File: config.mk
export PLATFORM = sky130hd
export DESIGN_NAME = lut_sweep_capture
export DESIGN_NICKNAME = d
export VERILOG_FILES = /design/src/rtl/lut_sweep_capture_pkg.sv /design/src/rtl/lut_sweep_capture_settle_timer.sv /design/src/rtl/lut_sweep_capture.sv
export SDC_FILE = /design/constraint.sdc
export NUM_CORES = 1
export LEC_CHECK = 0
export ABC_CLOCK_PERIOD_IN_PS = 3100
export CORE_MARGIN = 8
export CORE_UTILIZATION = 35
export CTS_CLUSTER_DIAMETER = 120
export DETAILED_ROUTE_END_ITERATION = 10
export PLACE_DENSITY_LB_ADDON = 0.2
export SYNTH_ARGS = -nofsm -noshare
export SYNTH_HDL_FRONTEND = slang
export SYNTH_SLANG_ARGS = --single-unit
export TNS_END_PERCENT = 1
File: constraint.sdc
create_clock -name i_clk -period 3.1 [get_ports i_clk]
set_clock_uncertainty 0.1 [all_clocks]
set_input_delay 0.62 -clock i_clk [delete_from_list [all_inputs] [get_ports i_clk]]
set_output_delay 0.62 -clock i_clk [all_outputs]
set_load 0.03 [all_outputs]
File: src/rtl/lut_sweep_capture_pkg.sv
// Shared definitions for the LUT sweep-and-capture stage.
// This file holds the state encodings, default sizing and the settle-counter width helper.
package lut_sweep_capture_pkg;

    localparam int LSC_N_IN   = 3;
    localparam int LSC_SETTLE = 2;

    localparam logic [1:0] ST_IDLE  = 2'd0;
    localparam logic [1:0] ST_DRIVE = 2'd1;
    localparam logic [1:0] ST_DONE  = 2'd2;

    // The counter must hold SETTLE-1 and must be at least one bit wide.
    function automatic int cnt_width(input int settle);
        return (settle > 1) ? $clog2(settle) : 1;
    endfunction

endpackage

File: src/rtl/lut_sweep_capture_settle_timer.sv
// Loadable down-counter that pulses o_expire on the SETTLE-th enabled cycle after a load.
// It reloads itself on expiry, so consecutive vectors need no extra load.
module lut_sweep_capture_settle_timer
    import lut_sweep_capture_pkg::*;
#(
    parameter int SETTLE = LSC_SETTLE
) (
    input  logic i_clk,
    input  logic i_rst,
    input  logic i_load,
    input  logic i_en,
    output logic o_expire
);

    localparam int              CW     = cnt_width(SETTLE);
    localparam logic [CW-1:0]   RELOAD = CW'(SETTLE - 1);

    logic [CW-1:0] r_cnt;

    assign o_expire = i_en && (r_cnt == {CW{1'b0}});

    // Down-count while enabled; reload on an explicit load or on expiry.
    always_ff @(posedge i_clk) begin
        if (i_rst) begin
            r_cnt <= {CW{1'b0}};
        end else if (i_load || o_expire) begin
            r_cnt <= RELOAD;
        end else if (i_en) begin
            r_cnt <= r_cnt - CW'(1);
        end else begin
            r_cnt <= r_cnt;
        end
    end

endmodule

File: src/rtl/lut_sweep_capture.sv
// Sweeps every input vector onto a LUT, captures its truth table and compares it
// against a golden table latched at start.
module lut_sweep_capture
    import lut_sweep_capture_pkg::*;
#(
    parameter  int N_IN   = LSC_N_IN,
    parameter  int SETTLE = LSC_SETTLE,
    localparam int N_VEC  = 1 << N_IN
) (
    input  logic             i_clk,
    input  logic             i_rst,
    input  logic             i_start,
    input  logic [N_VEC-1:0] i_expected,
    output logic [N_IN-1:0]  o_lut_in,
    input  logic             i_lut_f,
    output logic             o_busy,
    output logic             o_done,
    output logic [N_VEC-1:0] o_table,
    output logic             o_match,
    output logic [N_IN:0]    o_mismatch_count
);

    localparam logic [N_IN-1:0] IDX_LAST = N_IN'(N_VEC - 1);

    logic [1:0]       r_state;
    logic [N_IN-1:0]  r_idx;
    logic [N_VEC-1:0] r_exp;
    logic [N_VEC-1:0] r_table;
    logic [N_IN:0]    r_mm;
    logic             r_busy;
    logic             r_done;
    logic             r_match;

    logic             w_accept;
    logic             w_expire;
    logic             w_last;
    logic             w_miss;
    logic [N_IN:0]    w_mm_next;

    assign w_accept  = (r_state == ST_IDLE) && i_start;
    assign w_last    = (r_idx == IDX_LAST);
    assign w_miss    = i_lut_f ^ r_exp[r_idx];
    assign w_mm_next = r_mm + {{N_IN{1'b0}}, w_miss};

    lut_sweep_capture_settle_timer #(
        .SETTLE (SETTLE)
    ) u_settle_timer (
        .i_clk    (i_clk),
        .i_rst    (i_rst),
        .i_load   (w_accept),
        .i_en     (r_state == ST_DRIVE),
        .o_expire (w_expire)
    );

    // Sweep FSM with index stepping, table capture and mismatch accumulation.
    always_ff @(posedge i_clk) begin
        if (i_rst) begin
            r_state <= ST_IDLE;
            r_idx   <= {N_IN{1'b0}};
            r_exp   <= {N_VEC{1'b0}};
            r_table <= {N_VEC{1'b0}};
            r_mm    <= {(N_IN+1){1'b0}};
            r_busy  <= 1'b0;
            r_done  <= 1'b0;
            r_match <= 1'b0;
        end else begin
            case (r_state)
                ST_IDLE: begin
                    r_done <= 1'b0;
                    if (i_start) begin
                        r_state <= ST_DRIVE;
                        r_exp   <= i_expected;
                        r_table <= {N_VEC{1'b0}};
                        r_mm    <= {(N_IN+1){1'b0}};
                        r_match <= 1'b0;
                        r_idx   <= {N_IN{1'b0}};
                        r_busy  <= 1'b1;
                    end
                end
                ST_DRIVE: begin
                    if (w_expire) begin
                        r_table[r_idx] <= i_lut_f;
                        r_mm           <= w_mm_next;
                        // The index is cleared rather than wrapped so lut_in reads 0 in DONE.
                        if (w_last) begin
                            r_idx   <= {N_IN{1'b0}};
                            r_state <= ST_DONE;
                            r_busy  <= 1'b0;
                            r_done  <= 1'b1;
                            r_match <= (w_mm_next == {(N_IN+1){1'b0}});
                        end else begin
                            r_idx <= r_idx + N_IN'(1);
                        end
                    end
                end
                ST_DONE: begin
                    r_done  <= 1'b0;
                    r_state <= ST_IDLE;
                end
                default: begin
                    r_state <= ST_IDLE;
                    r_idx   <= {N_IN{1'b0}};
                    r_busy  <= 1'b0;
                    r_done  <= 1'b0;
                end
            endcase
        end
    end

    assign o_lut_in         = r_idx;
    assign o_busy           = r_busy;
    assign o_done           = r_done;
    assign o_table          = r_table;
    assign o_match          = r_match;
    assign o_mismatch_count = r_mm;

endmodule

==> flow_metrics.py <==
metrics = {
    "layout": {
        "finalNonFillerCells": 238,
        "nets": 205,
        "antenna_cells": 0,
        "final_layout_size_suffix_gt1_frac": 0.126,
        "area_growth_syn_to_layout_pct": 34.1,
    },
    "sta": {
        "setup_viol": 0,
        "final_hold_viol_count": 0,
        "hold-worst-slack_ns": 0.376,
        "final.period_utilization": 0.965,
        "maxSlewHeadroom": 0.444,
        "timing_worst_slew_pin_value_ns": 0.831,
        "report.final.slew_viol_count": 0,
        "fin_crit_ns": 2.99,
        "max_freq_mhz": 334,
    },
    "route": {
        "drt_first_pass_iters": 4,
        "drt-initial-drc-count": 92,
        "via_per_inst": 5.21,
        "detail_route.drc_violations": 0,
        "final_routed_wirelength_um": 3310,
        "antenna_left": 0,
        "wirelength_per_cell_um": 13.9,
        "vias": 1239,
    },
    "yosys": {
        "synth.avg_cell_area_um2": 8.72,
        "yosysTopAreaCell": "dfxtp_1",
        "synth-async-reset-ratio": 0,
        "yosys.area.top_type_share": 0.432,
        "synth-warning-count": 0,
        "synth_simple_gate_area_frac": 0.198,
        "synth_fp_nets": 170,
        "synth-edff-count": 0,
        "synth.distinct_cells": 34,
        "post-synth-top-count-cell": "dfxtp_1",
        "synthMuxAreaShare": 0.0913,
        "post_synth_instance_area_um2": 1340,
        "ys_dominant_reg_cell": "dfxtp_1",
        "synth-seq-cells": 29,
        "combinational_family_with_the_most_area_after_synthesis": "simple AND/OR/NAND/NOR gates",
        "synth.area.top_cells": "dfxtp_1, a21oi_1, mux2i_1, nor2_1, ha_1",
        "postSynthCellCount": 154,
        "share_of_the_synthesized_area_in_compound_gates_ao_oa_aoi_oai": 0.176,
        "synth_xor_area_frac": 0.0196,
        "seq_area_frac_synth": 0.432,
        "synth_adder_area_share": 0.0373,
        "yosys-top-cells-count": "dfxtp_1, a21oi_1, nor2_1",
    },
    "setup_path": {
        "worstSetupEndpoint": "o_match",
        "reg2reg_slack_ns": 0.11,
        "slowest_cell_on_crit_path": "or4_1",
        "worst-r2r-cell-count": 9,
        "startpoint_class_of_the_critical_path": "flip-flop",
        "critical-path-top-cell-by-count": "or4_1",
        "critical-path-max-stage-delay_ns": 0.51,
        "worst_r2r_endpoint": "o_match",
        "crit_required_ns": 3.21,
        "cp.arrival_ns": 3.10,
        "path_cells": "mux2_2 > a221o_1 > a21oi_2 > xnor2_1 > ha_2 > ha_1 > or4_1 > or4_1 > a21oi_1",
        "timing.rr.start": "o_lut_in[1]",
        "path_class": "flip-flop to flip-flop",
        "critPathCaptureType": "flip-flop",
        "start_point_of_the_critical_path": "o_lut_in[1]",
        "crit_path_max_fanout": 2,
    },
    "global_routing": {
        "antenna_found_initial": 0,
        "grt_start_max_net_pins": 30,
        "grtUsageMet2": 0.171,
        "grt_pass1_wl_um": 5490,
        "gr-usage-met1": 0.127,
        "globalRouteOverflowTotal": 0,
        "groute.usage.overall": 0.113,
        "first_global_vias": 1213,
        "grt.met3_usage": 0.0438,
        "top_usage_layer": "met2",
    },
    "placed_design": {
        "place_hpwl_um": 2370,
        "placedCellCount": 229,
        "gpl.final_weighted_congestion": 0.869,
        "buffer_ports.inserted": 29,
    },
    "power_and_ir_drop": {
        "power.share.sequential": 0.493,
        "p_per_area_nw_per_um2": 449,
        "power_report.internal_total_mw": 0.600,
        "netSwitchingFraction": 0.258,
        "report.power.total_mw": 0.809,
        "switching_power_mw": 0.209,
        "power.leakage_nw": 0.682,
        "ir_drop_v": 0.000279,
        "power_frac_comb": 0.143,
        "p_clk_frac": 0.364,
    },
    "cts": {
        "cts.htree.levels": 2,
        "cts.hold.buffers_added": 0,
        "clock-sinks": 29,
        "cts_root_buf": "clkbuf_8",
        "numCtsBuffers": 5,
        "cts.path.max_buffers": 2,
        "clk_pin_slew_ns": 0.06,
        "cts_tree": "yes",
        "clkLatencyLatePin_ns": 0.27,
    },
    "die": {
        "fp.dieW_um": 77.9,
        "die_footprint_um2": 6070,
        "floorplan.die.height_um": 77.9,
        "placeableCoreArea_um2": 3690,
        "top_level_ports": 30,
        "rows": 22,
        "initial_utilization": 0.364,
    },
    "worst_hold_path": {
        "min-delay-path-class": "flip-flop to flip-flop",
    },
    "run_status": {
        "run_status": "finished clean",
    },
    "job": {
        "cap_viol_max_count": 0,
    },
}
## worst min path at each step
| stage | to | cells past startpoint | slack (ns) | startpoint |
|---|---|---|---|---|
| after detailed placement | o_table[3] | 2 | 0.37 | o_table[3] |
| after CTS | o_table[3] | 2 | 0.38 | o_table[3] |
| after global routing | o_table[6] | 2 | 0.40 | o_table[6] |
| after global placement | o_table[4] | 2 | 0.36 | o_table[4] |
| final | o_table[5] | 2 | 0.38 | o_table[5] |
| after floorplan | r_exp[6] | 2 | 0.35 | r_exp[6] |
## cell usage in the layout (no fill, tap or decap)
cell type	n
a21oi_1	24
a21oi_2	1
a221o_1	2
a22oi_1	1
a32o_1	1
and2_1	1
and2b_1	1
and3_1	2
and4bb_2	1
buf_4	8
clkbuf_1	3
clkbuf_8	5
clkdlybuf4s50_1	29
dfxtp_1	27
dfxtp_2	2
ha_1	3
ha_2	1
inv_1	4
mux2_2	2
mux2i_1	10
nand2_1	13
nand2b_1	1
nand3_1	1
nand3b_1	1
nand4b_1	2
nor2_1	15
nor2_2	1
nor2b_1	2
nor2b_2	1
nor3_1	3
nor3b_1	2
o21ai_0	10
o21ba_2	1
o21bai_1	1
o22ai_1	1
or4_1	3
or4b_2	1
xnor2_1	2
xor2_1	1
## worst max-delay path, delay by kind of cell (launching register included)
| kind | cells | cell delay (ns) |
|---|---|---|
| flip-flops | 1 | 0.32 |
| AO/OA/AOI/OAI | 3 | 0.59 |
| multiplexers | 1 | 0.32 |
| XOR/XNOR | 1 | 0.15 |
| adder cells (fa/ha/maj) | 2 | 0.46 |
| AND/OR/NAND/NOR | 2 | 0.98 |
## cells by family (layout without fill, tap and decap cells)
logic type | after synthesis | count (layout)
xor gates and xnor gates | 3 | 3
buffers and inverters | 13 | 49
DFF | 29 | 29
muxes | 12 | 12
and+or+nand+nor | 51 | 51
AOI/OAI and AO/OA | 42 | 42
adders and majority gates | 4 | 4
## per-layer routing
metal  up-vias  part of all wire  routed length (um)
li1        611                 -                   -
met1       584              0.45                1490
met2        37              0.46                1510
met3         7             0.071                 236
met4         0             0.023                  76
met5         -                 0                   0
## power groups by stage
stage	Combinational (mW)	Clock [mW]	Sequential, mW
floorplan	0.0664	0	0.411
global placement	0.110	0	0.406
detailed placement	0.113	0	0.407
CTS	0.114	0.302	0.399
global route	0.126	0.326	0.401
finish	0.116	0.294	0.399
## timing repair
item	CTS	global route
hold endpoints to repair	0	0
buffers inserted	0	1
resized for setup	0	4
endpoints found under the setup margin	0	1
## cell type report
class                           count  area (um2)
Fill cell                         357        1890
Multi-Input combinational cell    112         712
Sequential cell                    29         583
Timing Repair Buffer               37         350
Clock buffer                        8        80.1
Tap cell                           48        60.1
Inverter                            4        15.0
## sequential cells by signal (all words and copies together), names as in the netlist
name and flops:
o_busy 1, o_done 1, o_lut_in 3, o_match 1, o_mismatch_count 4, o_table 8, r_exp 8, r_state 2
u_settle_timer.r_cnt 1
## through the flow
step	setup slack, ns	setup TNS [ns]	cell area [um2]	utilization
final	0.109	0	1800	0.488
after CTS	0.0818	0	1780	0.483
after floorplan	0.0396	0	1350	-
after global placement	0.135	0	1700	0.461
after detailed placement	0.0811	0	1700	0.461
after global routing	-0.0144	-0.0144	1800	0.488
Note: power is estimated with default switching activity, not from simulation.
